File: src/rtl/div_ctrl.sv
// div_ctrl -- sequencing controller between the execute stage and the
// iterative unsigned 32-bit divider engine. Owns the architectural HI/LO
// registers, performs signed fix-up of engine results, interlocks MFHI/MFLO
// reads while a divide is in flight and recovers from divide-by-zero and
// engine timeout without disturbing HI/LO.
//
// Optional build macro: DIV_CTRL_FASTPATH_EN
//   When defined, a divide whose dividend magnitude is below the divisor
//   magnitude completes in IDLE (lo=0, hi=dividend) without using the engine.
module div_ctrl #(
  parameter int TIMEOUT = 64
) (
  input  logic        clk,
  input  logic        reset,
  input  logic        req_valid,
  input  logic [2:0]  req_op,
  input  logic [31:0] req_a,
  input  logic [31:0] req_b,
  output logic        req_ready,
  input  logic        mf_req,
  output logic        mf_stall,
  output logic [31:0] hi,
  output logic [31:0] lo,
  output logic        div0,
  output logic        timeout_err,
  output logic        eng_start,
  output logic [31:0] eng_a,
  output logic [31:0] eng_b,
  input  logic        eng_done,
  input  logic [31:0] eng_q,
  input  logic [31:0] eng_r
);

  localparam int CNT_W = (TIMEOUT > 1) ? $clog2(TIMEOUT) : 1;
  localparam logic [CNT_W-1:0] CNT_LAST = CNT_W'(TIMEOUT - 1);

  localparam logic [1:0] S_IDLE   = 2'd0;
  localparam logic [1:0] S_LAUNCH = 2'd1;
  localparam logic [1:0] S_WAIT   = 2'd2;
  localparam logic [1:0] S_FIXUP  = 2'd3;

  localparam logic [2:0] OP_NOP  = 3'd0;
  localparam logic [2:0] OP_DIV  = 3'd1;
  localparam logic [2:0] OP_DIVU = 3'd2;
  localparam logic [2:0] OP_MTHI = 3'd3;
  localparam logic [2:0] OP_MTLO = 3'd4;

  logic [1:0]        state;
  logic [CNT_W-1:0]  wait_cnt;

  // Operand attributes of the divide in flight, used at fix-up time.
  logic              signed_op;
  logic              sign_a;
  logic              sign_q;
  logic [31:0]       q_cap;
  logic [31:0]       r_cap;

  logic signed [31:0] req_a_s;
  logic signed [31:0] req_b_s;
  logic [31:0]        mag_a;
  logic [31:0]        mag_b;
  logic               op_div_signed;
  logic               op_div_any;
  logic               op_clears_div0;
  logic               accept;
  logic               div_by_zero;
  logic               fast_hit;

  // Two's-complement magnitude as an unsigned value; 0x80000000 maps onto
  // itself, which is exactly 2^31 when read as unsigned.
  function automatic logic [31:0] magnitude(input logic signed [31:0] v);
    logic [31:0] u;
    u = v;
    return v[31] ? (~u + 32'd1) : u;
  endfunction

  // Conditional negation mod 2^32 for the sign fix-up of quotient/remainder.
  function automatic logic [31:0] negate_if(input logic [31:0] v, input logic neg);
    return neg ? (~v + 32'd1) : v;
  endfunction

  assign req_a_s = req_a;
  assign req_b_s = req_b;

  // Request decode and operand magnitude preparation for the engine.
  always_comb begin
    op_div_signed  = (req_op == OP_DIV);
    op_div_any     = (req_op == OP_DIV) || (req_op == OP_DIVU);
    op_clears_div0 = (req_op != OP_NOP) && (req_op <= OP_MTLO);
    accept         = req_valid && (state == S_IDLE);
    div_by_zero    = (req_b == 32'd0);
    mag_a          = op_div_signed ? magnitude(req_a_s) : req_a;
    mag_b          = op_div_signed ? magnitude(req_b_s) : req_b;
`ifdef DIV_CTRL_FASTPATH_EN
    fast_hit       = (mag_a < mag_b);
`else
    fast_hit       = 1'b0;
`endif
  end

  assign req_ready = (state == S_IDLE);
  assign mf_stall  = mf_req && (state != S_IDLE);

  // Control FSM plus architectural HI/LO, status flags and engine launch.
  always_ff @(posedge clk) begin
    if (reset) begin
      state       <= S_IDLE;
      wait_cnt    <= '0;
      hi          <= '0;
      lo          <= '0;
      div0        <= 1'b0;
      timeout_err <= 1'b0;
      eng_start   <= 1'b0;
      eng_a       <= '0;
      eng_b       <= '0;
    end else begin
      eng_start   <= 1'b0;
      timeout_err <= 1'b0;
      case (state)
        S_IDLE: begin
          if (accept) begin
            if (op_clears_div0) begin
              div0 <= 1'b0;
            end
            case (req_op)
              OP_MTHI: hi <= req_a;
              OP_MTLO: lo <= req_a;
              OP_DIV, OP_DIVU: begin
                if (div_by_zero) begin
                  div0 <= 1'b1;
                end else if (fast_hit) begin
                  lo <= '0;
                  hi <= req_a;
                end else begin
                  eng_a     <= mag_a;
                  eng_b     <= mag_b;
                  eng_start <= 1'b1;
                  state     <= S_LAUNCH;
                end
              end
              default: ;
            endcase
          end
        end
        S_LAUNCH: begin
          wait_cnt <= '0;
          state    <= S_WAIT;
        end
        S_WAIT: begin
          // A result arriving on the last allowed cycle still wins.
          if (eng_done) begin
            state <= S_FIXUP;
          end else if (wait_cnt == CNT_LAST) begin
            timeout_err <= 1'b1;
            state       <= S_IDLE;
          end else begin
            wait_cnt <= wait_cnt + 1'b1;
          end
        end
        S_FIXUP: begin
          lo    <= negate_if(q_cap, signed_op && sign_q);
          hi    <= negate_if(r_cap, signed_op && sign_a);
          state <= S_IDLE;
        end
        default: state <= S_IDLE;
      endcase
    end
  end

  // Divide context and engine result capture; these only feed fix-up and
  // are always rewritten before use, so they carry no reset.
  always_ff @(posedge clk) begin
    if (accept && op_div_any) begin
      signed_op <= op_div_signed;
      sign_a    <= req_a[31];
      sign_q    <= req_a[31] ^ req_b[31];
    end
    if ((state == S_WAIT) && eng_done) begin
      q_cap <= eng_q;
      r_cap <= eng_r;
    end
  end

endmodule

File: config.mk
export PLATFORM = sky130hd
export DESIGN_NAME = div_ctrl
export DESIGN_NICKNAME = d
export VERILOG_FILES = /design/src/rtl/div_ctrl.sv
export SDC_FILE = /design/constraint.sdc
export NUM_CORES = 1
export LEC_CHECK = 0
export CAP_MARGIN = 20
export CORE_ASPECT_RATIO = 1.25
export CORE_MARGIN = 2
export CORE_UTILIZATION = 45
export CTS_BUF_LIST = sky130_fd_sc_hd__clkbuf_8
export CTS_CLUSTER_SIZE = 25
export DETAILED_ROUTE_END_ITERATION = 7
export PLACE_DENSITY = 0.74
export SLEW_MARGIN = 30
export SYNTH_ARGS = -nofsm -noshare
export SYNTH_HDL_FRONTEND = slang
export SYNTH_SLANG_ARGS = --single-unit
File: constraint.sdc
create_clock -name clk -period 2.9 [get_ports clk]
set_input_delay 0.29 -clock clk [delete_from_list [all_inputs] [get_ports clk]]
set_output_delay 0.29 -clock clk [all_outputs]
set_load 0.005 [all_outputs]
==> metrics, run 1 <==
logic gate share of total power=0.316; actual slew at the worst max-slew pin=approximately 860 ps; Top FF cell, synth=dfxtp_1; P_leak=5.01 nW; synth top area cells=dfxtp_1, edfxtp_1, a21oi_1, xnor2_1, nor2_1; number of max-cap violations=0; Worst Skew=roughly 25 ps; post-synth top area cell=dfxtp_1; Via-to-Cell Ratio=between 5 and 6; Post-synth EDFFs=between 60 and 70; Synth Area in XOR/XNOR=0.0933; Bufs and invs on worst path=0; Critical Path, Cell by Cell=or4_4 -> or4_4 -> nor4_4 -> a21oi_1 -> xnor2_1 -> o41ai_1; post-route insts no fill=1737; DRT Pass-1 Iters=6; PD cells=~690 nW/um^2; fraction of the mapped netlist area in adder cells=0.0119; total power=between 10 and 15 mW; cell count after synthesis=about 1.1k; WL/cell=roughly 20 um; largest net degree at the start of global routing=85; Ys Warns=0; Core Rows=62; CP Data Arrival Time=3030 ps; WHS=41.9 ps; dpl hpwl=26.5 mm; max incr delay on CP=roughly 590 ps; number of routed nets with antenna violations=0; Initial Utilization=0.458; Worst setup EP type=register; Hold Path Class=primary input to register; Syn Area/Cell=about 9.3 um^2; Die Wd=around 140 um; layout cell share with drive strength beyond 1=0.104; Reg power frac=0.391; largest family of logic cells by synthesized area=compound AO/OA/AOI/OAI gates; Area Overhead vs Synth=38.0%; sequential area share after synthesis=0.456; kind of critical path=register to register; TNS Setup=0 ps; CP max stage cell=or4_4; root buffer cell=clkbuf_8; CTS tree=built; Post-route DRC=0; core box area=about 23000 um^2; worst vdd ir=0.000561 V; Yosys reg bits=a little over 200; Top delay family on crit path=simple AND/OR/NAND/NOR gates; CP max FO=6; Synth top area share=0.265; DR vias=9891; Final Util=0.632; most numerous cell in the Yosys netlist=dfxtp_1; placed cells=1676; Post-Synthesis Cell Area=approximately 11000 um^2; Sw Share=0.318; num ports=~270; vias in the first global route=about 9.4k; distinct cell type count of the synthesized netlist=69; NetSw=approximately 3.2 mW; # H-tree levels=2; FMAX=between 0.3 and 0.4 GHz; routability cong.=about 0.93; Syn Nets=approximately 1.3k; RSZ-0062 raised after global routing=false; fin. max-slew vios=0; final setup violation count=0; cell-internal power=slightly below 7 mW; status=finished, final reports clean; asr flop ratio synth=0; Slew headroom=0.424; simple logic cell fraction of the synthesized area=0.173; die area=24600 um^2; Sink Count=roughly 210; Worst EP required=3320 ps; crit path time final=2610 ps; complex-gate fraction of the synthesized area=0.225; CTS max path bufs=3; Total GRT Usage=0.273; CTS resizes=0; clock slew at reported path FFs=70 ps; cell mode on critical path=or4_4; synth cell count leaders=dfxtp_1, nor2_1, a21oi_1, nand2_1; post-synthesis mux area share=0.00571; setup bufs post-CTS=0; Fin. Hold Viols=0; # nets final=between 1.5k and 2k; number of CTS-inserted buffers=34; Clk Latency, worst-skew pair=530 ps; total global routing overflow=0; final period utilization=0.901; Hold Buf Count CTS=0; WL final=~35 mm; Antenna diodes=0; first-pass GRT wire length=52.7 mm; antenna violations before repair=0; die height=about 170 um; DRT iter0 DRCs=around 860; CP Launch Type=register; clock power share=0.293; port bufs=between 200 and 300
## layout by cell type (no fill, tap or decap), types with 5 or more instances in the layout
cell type / synthesis / final
and2_1: 12 / 12
nor2_1: 128 / 128
nand4_1: 7 / 7
a211oi_1: 21 / 21
o211ai_1: 6 / 6
mux2i_1: 6 / 6
a211o_1: 16 / 16
nand3_1: 18 / 18
ha_1: 10 / 9
clkinv_1: 1 / 7
xor2_1: 43 / 43
clkbuf_8: 0 / 37
or3_1: 14 / 14
nor3_1: 25 / 25
a21o_1: 9 / 9
inv_1: 15 / 19
a21oi_1: 122 / 122
nor4_1: 27 / 27
a31oi_1: 25 / 25
clkdlybuf4s50_1: 0 / 267
nand2_1: 73 / 73
buf_4: 0 / 50
edfxtp_1: 67 / 67
a211oi_2: 23 / 23
a311oi_1: 5 / 5
o31ai_1: 20 / 20
or4_1: 10 / 10
and3_1: 6 / 6
dfxtp_1: 139 / 139
xnor2_1: 69 / 69
o41ai_1: 8 / 8
nand2b_1: 12 / 12
o21ai_0: 69 / 69
bufinv_16: 0 / 6
## final timing paths
kind / from / to / slack [ps] / cells after the start
setup / recovery: q_cap[20] / lo[28] / 290 / 6
hold / removal: reset / eng_a[15] / 40 / 2
setup reg to reg: q_cap[20] / lo[28] / 290 / 6
hold reg to reg: eng_b[14] / eng_b[14] / 460 / 2
## area by class of cell
type	instances	area (um^2)
Tap cell	288	360
Sequential cell	206	4790
Timing Repair Buffer	322	3140
Multi-Input combinational cell	844	5370
Inverter	16	60.1
Clock inverter	24	269
Fill cell	1955	8460
Clock buffer	37	509
## power by group through the flow
stage | combinational, mW | sequential, mW | clock [mW]
after floorplan | 1.49 | 3.88 | 0
after detailed placement | 3.16 | 3.99 | 0
after global routing | 3.45 | 3.98 | 3.14
final | 3.18 | 3.94 | 2.94
after CTS | 3.18 | 3.93 | 2.99
after global placement | 3.12 | 3.98 | 0
## layer usage
| layer | global-route usage | share of wire | vias up |
|---|---|---|---|
| met3 | 0.0595 | 0.086 | 87 |
| li1 | - | - | 4766 |
| met5 | 0 | 0 | - |
| met2 | 0.460 | 0.48 | 443 |
| met4 | 0.117 | 0.042 | 0 |
| met1 | 0.337 | 0.39 | 4595 |
## sequential cells by signal (all words and copies together) (netlist names)
signal and flops:
lo 32, eng_start 1, signed_op 1, eng_a 32, hi 32, q_cap 32
wait_cnt 6, sign_q 1, div0 1, eng_b 32, state 2, timeout_err 1
r_cap 32, sign_a 1
## stage by stage
stage	setup slack [ps]	area (um^2)
global route	100	14500
finish	288	14500
global placement	82.6	13700
CTS	289	14500
detailed placement	48.7	13700
floorplan	576	10500
## cells by family after synthesis
| logic type | count (synthesis) |
|---|---|
| buffers and inverters | 85 |
| adders and majority gates | 10 |
| and+or+nand+nor | 360 |
| AOI/OAI and AO/OA | 356 |
| xor gates and xnor gates | 112 |
| DFF | 206 |
| muxes | 6 |
Power figures use the tool's default switching activity.
==> run 2: changes to the inputs <==
- SLEW_MARGIN: 30 -> 20
==> run 2 against run 1 <==
- via count increased by 0.31%
- register-to-register slack is essentially flat
- critical endpoint unchanged
- critical path type unchanged
- clock-buffer cell count did not move
- worst setup slack better by 3.1 ps
==> metrics, run 2 (synthesis gave the netlist of run 1 again) <==
CP max FO=6 (unchanged); Critical Path, Cell by Cell=or4_4 -> or4_4 -> nor4_4 -> a21oi_1 -> xnor2_1 -> o41ai_1; routability cong.=0.926 (unchanged); root buffer cell=clkbuf_8; num ports=269 (unchanged); DR vias=9922 (+0.31%); Sw Share=0.317 (-0.000395); commonest cells after routing, fill and taps aside=clkdlybuf4s50_1, dfxtp_1, nor2_1, a21oi_1, nand2_1; WL final=34.6 mm (-0.13%); Hold Path Class=primary input to register; number of CTS-inserted buffers=34 (unchanged); most common cell after layout, fill and taps aside=clkdlybuf4s50_1; post-route insts no fill=1737 (unchanged); reg-to-reg startpoint=q_cap[20]; CTS resizes=0 (unchanged); status=finished, final reports clean; Initial Utilization=0.458 (unchanged); port bufs=268 (unchanged); cell-internal power=6.86 mW (about the same); NetSw=3.19 mW (-0.18%); FMAX=0.383 GHz (+0.12%); Post-route DRC=0 (unchanged); antenna violations before repair=0 (unchanged); kind of critical path=register to register; worst vdd ir=0.000561 V (about the same); CP Data Arrival Time=3030 ps (about the same); Core Rows=62 (unchanged); total global routing overflow=0 (unchanged); crit path time final=2610 ps (-3.10 ps); max incr delay on CP=590 ps (about the same); Setup crit start=q_cap[20]; # nets final=1570 (unchanged); CTS max path bufs=3 (unchanged); core box area=23000 um^2 (unchanged); PD cells=693 nW/um^2 (about the same); number of max-cap violations=0 (unchanged); Filler Cell Count=1955 (unchanged); Hold Crit Start=reset; Worst setup EP type=register; Area Overhead vs Synth=38.0% (about the same); number of routed nets with antenna violations=0 (unchanged); actual slew at the worst max-slew pin=1050 ps (+189 ps); Hold Buf Count CTS=0 (unchanged); CP Launch Type=register; multi-input logic area=5370 um^2 (unchanged); DRT Pass-1 Iters=6 (unchanged); vias in the first global route=9441 (unchanged); largest net degree at the start of global routing=85 (unchanged); DRT iter0 DRCs=925 (+8.2%); cell mode on critical path=or4_4; dpl hpwl=26.5 mm (unchanged); Total GRT Usage=0.273 (unchanged); logic gate share of total power=0.316 (about the same); Reg power frac=0.392 (about the same); RSZ-0062 raised after global routing=false; final setup violation count=0 (unchanged); first-pass GRT wire length=52.7 mm (unchanged); clock power share=0.292 (about the same); CTS tree=built; P_leak=5.00 nW (about the same); WL/cell=19.9 um (-0.13%); Slew headroom=0.299 (-0.125); Die Wd=141 um (unchanged); placed cells=1676 (unchanged); die height=175 um (unchanged); Worst Skew=28.5 ps (+3.81 ps); TNS Setup=0 ps (unchanged); Register Area=4790 um^2 (unchanged); setup bufs post-CTS=0 (unchanged); die area=24600 um^2 (unchanged); Clk Latency, worst-skew pair=530 ps (about the same); Via-to-Cell Ratio=5.71 (+0.31%); final period utilization=0.899 (-0.00107); layout cell share with drive strength beyond 1=0.104 (unchanged); Worst EP required=3320 ps (about the same); # H-tree levels=2 (unchanged); CP max stage cell=or4_4; Sink Count=206 (unchanged); Fin. Hold Viols=0 (unchanged); clock slew at reported path FFs=70 ps (about the same); fin. max-slew vios=0 (unchanged); Antenna diodes=0 (unchanged)
## run 2: cell counts in the layout (fill, tap and decap cells not counted)
No cell type changed its count.
## run 2: final timing paths
check / endpoint / cells past startpoint / slack, ps
worst max register to register: lo[28] / 6 / 290
worst max-delay path: lo[28] / 6 / 290
worst min-delay path: eng_a[15] / 2 / 40
worst min register to register: eng_b[14] / 2 / 460
## run 2: stage by stage
step	utilization	instance area (um^2)	setup WS [ps]	total power [mW]	hold WS, ps
after global placement	0.598	13700	82.6	7.10	439
final	0.632	14500	292	10.1	41.4
after floorplan	-	10500	576	5.37	389
after CTS	0.632	14500	289	10.1	16.4
after global routing	0.632	14500	95.2	10.6	27.7
after detailed placement	0.598	13700	48.7	7.15	451
## run 2: power groups by stage
stage                     clock [mW]  sequential (mW)  combinational [mW]
after floorplan                    0             3.88                1.49
after global placement             0             3.98                3.12
after detailed placement           0             3.99                3.16
after CTS                       2.99             3.93                3.18
after global routing            3.14             3.98                3.45
final                           2.94             3.94                3.18
## run 2: metal layers
metal  global-route usage  up-vias  wire [um]
met2                0.460      443      16500
met4                0.117        0       1470
met5                    0        -          0
met1                0.337     4624      13700
met3               0.0595       84       2910
li1                     -     4771          -
## run 2: worst max-delay path, delay by kind of cell, from the launching register on
kind,cells,cell delay [ps]
xor+xnor,1,170
compound gates,2,410
flops,1,480
simple gates,3,1440
## run 2: final cells by class
type | count | share of cell area
timing repair buffer | 322 | 0.216
sequential | 206 | 0.331
clock buffer | 37 | 0.0351
clock inverter | 24 | 0.0185
multi-input combinational | 844 | 0.371
tap | 288 | 0.0248
inverter | 16 | 0.00414
